$ cat src/rtl/uart_rx_oversampled_if.sv
// Serial-line input and received-word output bundle of the oversampling UART receiver.
// The receiver side uses modport master; the driving/observing side uses modport slave.
interface uart_rx_oversampled_if;
  logic       serialdata_in;
  logic       parity_type;
  logic [7:0] parallel_dataout;
  logic       rx_valid;
  logic       parity_error;
  logic       framing_error;
  logic       rx_busy;

  modport master (
    input  serialdata_in,
    input  parity_type,
    output parallel_dataout,
    output rx_valid,
    output parity_error,
    output framing_error,
    output rx_busy
  );

  modport slave (
    output serialdata_in,
    output parity_type,
    input  parallel_dataout,
    input  rx_valid,
    input  parity_error,
    input  framing_error,
    input  rx_busy
  );
endinterface

$ cat src/rtl/uart_rx_oversampled.sv
// Oversampling UART receiver: 2-flop input synchroniser, free-running baud tick,
// 3-sample majority vote around the bit centre, and a frame FSM that delivers each
// word with parity/framing status on a one-cycle rx_valid strobe.
module uart_rx_oversampled #(
  parameter int unsigned Data_length = 8,   // 5..8 data bits, LSB first
  parameter bit          parity_en   = 1'b0,
  parameter int unsigned OVERSAMPLE  = 16,  // ticks per bit, >= 8 and even
  parameter int unsigned BAUD_DIV    = 27   // rx_clk cycles per tick, >= 2
) (
  input logic                   rx_clk,
  input logic                   rst,
  uart_rx_oversampled_if.master bus
);

  localparam int unsigned ScW = $clog2(OVERSAMPLE);
  localparam int unsigned BdW = (BAUD_DIV > 1) ? $clog2(BAUD_DIV) : 1;

  localparam logic [ScW-1:0] ScLast = ScW'(OVERSAMPLE - 1);
  localparam logic [ScW-1:0] ScS0   = ScW'(OVERSAMPLE / 2 - 1);
  localparam logic [ScW-1:0] ScS1   = ScW'(OVERSAMPLE / 2);
  localparam logic [ScW-1:0] ScDec  = ScW'(OVERSAMPLE / 2 + 1);
  localparam logic [BdW-1:0] BdLast = BdW'(BAUD_DIV - 1);
  localparam logic [2:0]     BitLast = 3'(Data_length - 1);

  typedef enum logic [2:0] {
    StIdle,
    StStart,
    StData,
    StParity,
    StStop
  } state_e;

  logic [1:0]     sync_q;
  logic           line;
  logic [BdW-1:0] baud_q;
  logic           tick;

  state_e         state_q;
  logic           armed_q;
  logic [ScW-1:0] sc_q;
  logic [2:0]     bit_cnt_q;
  logic [1:0]     vote_q;
  logic [7:0]     shift_q;
  logic           mismatch_q;
  logic           maj;

  logic [7:0]     data_q;
  logic           valid_q;
  logic           perr_q;
  logic           ferr_q;

  // Two-flop synchroniser; resets to the idle-high line level.
  always_ff @(posedge rx_clk or posedge rst) begin
    if (rst) begin
      sync_q <= 2'b11;
    end else begin
      sync_q <= {sync_q[0], bus.serialdata_in};
    end
  end

  assign line = sync_q[1];

  // Free-running tick divider, never re-aligned to the line.
  always_ff @(posedge rx_clk or posedge rst) begin
    if (rst) begin
      baud_q <= '0;
    end else if (baud_q == BdLast) begin
      baud_q <= '0;
    end else begin
      baud_q <= baud_q + BdW'(1);
    end
  end

  assign tick = (baud_q == BdLast);

  // Two stored samples plus the live line sample on the decision tick.
  assign maj = (vote_q[0] & vote_q[1]) | (vote_q[0] & line) | (vote_q[1] & line);

  // Frame FSM with registered outputs; everything advances only on ticks.
  always_ff @(posedge rx_clk or posedge rst) begin
    if (rst) begin
      state_q    <= StIdle;
      armed_q    <= 1'b1;
      sc_q       <= '0;
      bit_cnt_q  <= '0;
      vote_q     <= '0;
      shift_q    <= '0;
      mismatch_q <= 1'b0;
      data_q     <= '0;
      valid_q    <= 1'b0;
      perr_q     <= 1'b0;
      ferr_q     <= 1'b0;
    end else begin
      valid_q <= 1'b0;
      if (tick) begin
        // Common per-bit bookkeeping; transitions below override sc_q where needed.
        if (state_q != StIdle) begin
          sc_q <= (sc_q == ScLast) ? '0 : sc_q + ScW'(1);
          if (sc_q == ScS0) vote_q[0] <= line;
          if (sc_q == ScS1) vote_q[1] <= line;
        end
        unique case (state_q)
          StIdle: begin
            if (line) begin
              armed_q <= 1'b1;
            end else if (armed_q) begin
              // The detect tick itself is sample index 0.
              state_q    <= StStart;
              sc_q       <= ScW'(1);
              shift_q    <= '0;
              mismatch_q <= 1'b0;
            end
          end
          StStart: begin
            if (sc_q == ScDec && maj) begin
              // Glitch: drop back without touching any output.
              state_q <= StIdle;
              sc_q    <= '0;
            end else if (sc_q == ScLast) begin
              state_q   <= StData;
              bit_cnt_q <= '0;
            end
          end
          StData: begin
            if (sc_q == ScDec) shift_q[bit_cnt_q] <= maj;
            if (sc_q == ScLast) begin
              if (bit_cnt_q == BitLast) begin
                state_q <= parity_en ? StParity : StStop;
              end else begin
                bit_cnt_q <= bit_cnt_q + 3'd1;
              end
            end
          end
          StParity: begin
            if (sc_q == ScDec) mismatch_q <= (^shift_q) ^ maj ^ bus.parity_type;
            if (sc_q == ScLast) state_q <= StStop;
          end
          StStop: begin
            // Leave mid-bit so a start bit right after the stop bit is not lost.
            if (sc_q == ScDec) begin
              state_q <= StIdle;
              sc_q    <= '0;
              armed_q <= 1'b0;
              data_q  <= shift_q;
              ferr_q  <= ~maj;
              perr_q  <= parity_en ? mismatch_q : 1'b0;
              valid_q <= 1'b1;
            end
          end
          default: begin
            state_q <= StIdle;
            sc_q    <= '0;
          end
        endcase
      end
    end
  end

  assign bus.parallel_dataout = data_q;
  assign bus.rx_valid         = valid_q;
  assign bus.parity_error     = perr_q;
  assign bus.framing_error    = ferr_q;
  assign bus.rx_busy          = (state_q != StIdle);

endmodule

$ cat src/flat_wrapper.sv
// flat-port wrapper written by rule: the top's interface ports become plain ports
module uart_rx_oversampled_flat 
#(
  parameter int unsigned Data_length = 8,                               
  parameter bit          parity_en   = 1'b0,
  parameter int unsigned OVERSAMPLE  = 16,                                 
  parameter int unsigned BAUD_DIV    = 27                                  
)
  (rx_clk, rst, bus_serialdata_in, bus_parity_type, bus_parallel_dataout, bus_rx_valid, bus_parity_error, bus_framing_error, bus_rx_busy);
  uart_rx_oversampled_if bus_i ();
  input logic rx_clk;
  input logic rst;
  input wire logic [$bits(bus_i.serialdata_in)-1:0] bus_serialdata_in;
  input wire logic [$bits(bus_i.parity_type)-1:0] bus_parity_type;
  output wire logic [$bits(bus_i.parallel_dataout)-1:0] bus_parallel_dataout;
  output wire logic [$bits(bus_i.rx_valid)-1:0] bus_rx_valid;
  output wire logic [$bits(bus_i.parity_error)-1:0] bus_parity_error;
  output wire logic [$bits(bus_i.framing_error)-1:0] bus_framing_error;
  output wire logic [$bits(bus_i.rx_busy)-1:0] bus_rx_busy;
  assign bus_i.serialdata_in = bus_serialdata_in;
  assign bus_i.parity_type = bus_parity_type;
  assign bus_parallel_dataout = bus_i.parallel_dataout;
  assign bus_rx_valid = bus_i.rx_valid;
  assign bus_parity_error = bus_i.parity_error;
  assign bus_framing_error = bus_i.framing_error;
  assign bus_rx_busy = bus_i.rx_busy;
  uart_rx_oversampled #(.Data_length(Data_length), .parity_en(parity_en), .OVERSAMPLE(OVERSAMPLE), .BAUD_DIV(BAUD_DIV)) u_core (.rx_clk(rx_clk), .rst(rst), .bus(bus_i));
endmodule
$ cat config.mk
export PLATFORM = sky130hd
export DESIGN_NAME = uart_rx_oversampled_flat
export DESIGN_NICKNAME = d
export VERILOG_FILES = /design/src/rtl/uart_rx_oversampled_if.sv /design/src/rtl/uart_rx_oversampled.sv /design/src/flat_wrapper.sv
export SDC_FILE = /design/constraint.sdc
export NUM_CORES = 1
export LEC_CHECK = 0
export BUFFER_PORTS_ARGS = -buffer_cell sky130_fd_sc_hd__buf_2
export CAP_MARGIN = 30
export CORE_MARGIN = 1
export CORE_UTILIZATION = 35
export CTS_CLUSTER_SIZE = 20
export DETAILED_ROUTE_END_ITERATION = 12
export PLACE_DENSITY = 0.54
export SETUP_SLACK_MARGIN = 0.4
export SYNTH_ARGS = -nofsm -noshare
export SYNTH_HDL_FRONTEND = slang
export SYNTH_SLANG_ARGS = --single-unit
$ cat constraint.sdc
create_clock -name rx_clk -period 4.24 [get_ports rx_clk]
set_input_delay 0.636 -clock rx_clk [delete_from_list [all_inputs] [get_ports rx_clk]]
set_output_delay 0.636 -clock rx_clk [all_outputs]
set_load 0.02 [all_outputs]
==> qor.txt <==
status - finished clean
Total Power - 0.755 mW
Setup Total Neg Slack - 0 ns
GRT overflow - 0
vias in the first global route - 1,491
Pleak - 1.00 nW
Final Hold Fails - 0
synth unique cells - 50
Worst Tran Pin Value - 0.624 ns
DR WL/cell - 14.4 um
placement row count - 26
register area share after synthesis - 48.8%
post-synth top area share - 44.7%
Top delay family on crit path - simple AND/OR/NAND/NOR gates
CTS Root Cell - clkbuf_8
CTS buffer count - 5
Core Area - 5240 sq um
DR iter-0 viols - 61
buffer depth of the longest clock path - 2
FFs w/ async S/R, synth - 100%
Post-synth EDFFs - 0
Setup Skew - 0.00618 ns
Die Y - 76.8 um
pin count of the biggest net entering global routing - 39
first-pass GRT wire length - 6750 um
Routability Congestion - 0.891
H-tree Lvls - 2
VDD IR-drop max - 0.000129 V
CP max FO - 14
CP endpoint kind - flop
fin crit share - 57.2%
clock latency on the worst-skew pair - 0.29 ns
max cap viols - 0
placed insts - 260
top post-synthesis cells by count - dfrtp_1, nand2_1, mux2_2, o21ai_0
relative slew slack - 58.3%
Post-CTS Setup Inserts - 0
Clock transition at path regs - 0.08 ns
# setup viols final - 0
TritonCTS clock tree - yes
startpoint class of the critical path - flop
Hold WC Path Type - reg -> reg
Cells after Synth - 187
Initial Util - 37.4%
Worst setup startpoint - u_core.baud_q[0]$_DFF_PP0_
DPL Wire Length - 2750 um
fin nets - 208
Clock Sinks - 38
CP Data Required Time - 4.42 ns
DR vias - 1,476
layout cell share with drive strength beyond 1 - 20.2%
most numerous cell in the Yosys netlist - dfrtp_1
Finished Layout Cells - 268
fin. max-slew vios - 0
Hold Startpoint - u_core.sync_q[0]$_DFF_PP1_
top_reg_cell synth - dfrtp_1
DR vias/cell - 5.51
total track usage - 14.2%
unrepaired setup endpoints after global routing - no
initial antenna violation count - 0
Top Ports - 16
Crit Path Category - reg -> reg
DRT Pass-1 Iters - 4
FF-to-FF Start - u_core.baud_q[0]$_DFF_PP0_
max incr delay on CP - 0.61 ns
number of buffers added on ports - 13
Syn Area/Cell - 10.5 sq um
synthesized area - 1960 sq um
Yosys reg bits - 38
slowest cell on the critical path - nand4_1
die area - 5900 sq um
Die X - 76.8 um
Post-CTS Resized - 0
synth warn - 0
Synth area leaders - dfrtp_1, mux2_2, ha_1, dfstp_2, o31ai_1
Layout area overhead - 12.7%
Mapped Nets - 198
Routed WL - 3850 um
crit path DAT - 2.61 ns
# DRC - 0
Pwr Density - 342 nW/um^2
area leader, netlist - dfrtp_1
fmax - 0.412 GHz
ANT cells - 0
hold_buf cts - 0
shortest period the worst path allows - 2.43 ns
DRT antenna net count - 0
critical-path cell list - inv_1 -> ha_1 -> and4b_1 -> nand4_1 -> mux2_2
Bufs and invs on worst path - 1
metrics by stage:
step / setup slack [ns] / util, % / instance area [sq um] / hold WS (ns)
after floorplan: 2.45 / - / 1960 / 0.345
after global placement: 1.86 / 39.4 / 2060 / 0.346
after detailed placement: 1.81 / 39.4 / 2060 / 0.351
after CTS: 1.81 / 42.1 / 2210 / 0.362
after global routing: 1.64 / 42.1 / 2210 / 0.368
final: 1.81 / 42.1 / 2210 / 0.360
area by class of cell:
class,instances,area [sq um]
clock buffers,6,82.6
clock inverters,2,60.1
fillers,519,3030
inverters,10,37.5
multi-input cells,128,911
flip-flops and latches,38,955
well taps,70,87.6
repair buffers,14,72.6
path summary, 6_finish.rpt:
kind	end	slack, ns	depth (start not counted)
max	u_core.bus.parallel_dataout[7]$_DFFE_PP0P_	1.81	5
min	u_core.sync_q[1]$_DFF_PP1_	0.36	0
max reg2reg	u_core.bus.parallel_dataout[7]$_DFFE_PP0P_	1.81	5
min reg2reg	u_core.sync_q[1]$_DFF_PP1_	0.36	0
max in group asynchronous	u_core.armed_q$_DFFE_PP1P_	3.44	3
min in group asynchronous	u_core.bus.framing_error$_DFFE_PP0P_	0.44	3
cell families after synthesis:
logic type | share of synthesized area, %
buffers and inverters | 4.73
multiplexers | 6.77
AO/OA/AOI/OAI | 18.3
AND/OR/NAND/NOR | 14.9
flip-flops | 48.8
adder cells (fa/ha/maj) | 4.98
other | 0.192
XOR/XNOR | 1.34
power by group:
part / leakage, nW / total [mW] / switching (mW) / internal (mW)
combinational: 0.424 / 0.0102 / 0.00850 / 0.00169
clock: 0.0714 / 0.380 / 0.129 / 0.251
sequential: 0.506 / 0.365 / 0.000726 / 0.364
total: 1.00 / 0.755 / 0.139 / 0.617
cells in the final DEF, fill, tap and decap left out, drive strengths merged, types with 2 or more instances in the layout:
cell type	count
a31oi	5
o21ai	15
mux2	10
a221oi	2
bufinv	2
ha	7
xor2	2
o21a	4
and3	2
nor3	5
nand3	7
nor3b	2
nand4	2
mux2i	2
o31ai	10
buf	14
a21oi	3
clkbuf	6
dfrtp	35
nor2	9
inv	10
dfstp	3
nand2	14
a21o	2
o211ai	3
nand2b	2
registers in the layout, indices dropped and copies added, names as in the netlist:
register,flops
u_core.bus.rx_valid,1
u_core.bit_cnt_q,3
u_core.sync_q,2
u_core.baud_q,5
u_core.sc_q,4
u_core.bus.framing_error,1
u_core.state_q,3
u_core.shift_q,8
u_core.armed_q,1
u_core.bus.parallel_dataout,8
u_core.vote_q,2
worst register-to-register path, cell delays in order (launching register included):
cell and delay (ns):
dfrtp_1 0.41, inv_1 0.07, ha_1 0.17, and4b_1 0.57
nand4_1 0.61, mux2_2 0.49
routing by layer:
| layer | GRT usage (%) | vias to the layer above | routed length [um] |
|---|---|---|---|
| li1 | - | 705 | - |
| met4 | 5.19 | 0 | 27 |
| met3 | 4.40 | 4 | 146 |
| met1 | 17.3 | 737 | 1780 |
| met5 | 0 | - | 0 |
| met2 | 23.5 | 30 | 1900 |
No activity file was read; power rests on OpenSTA's default activity.
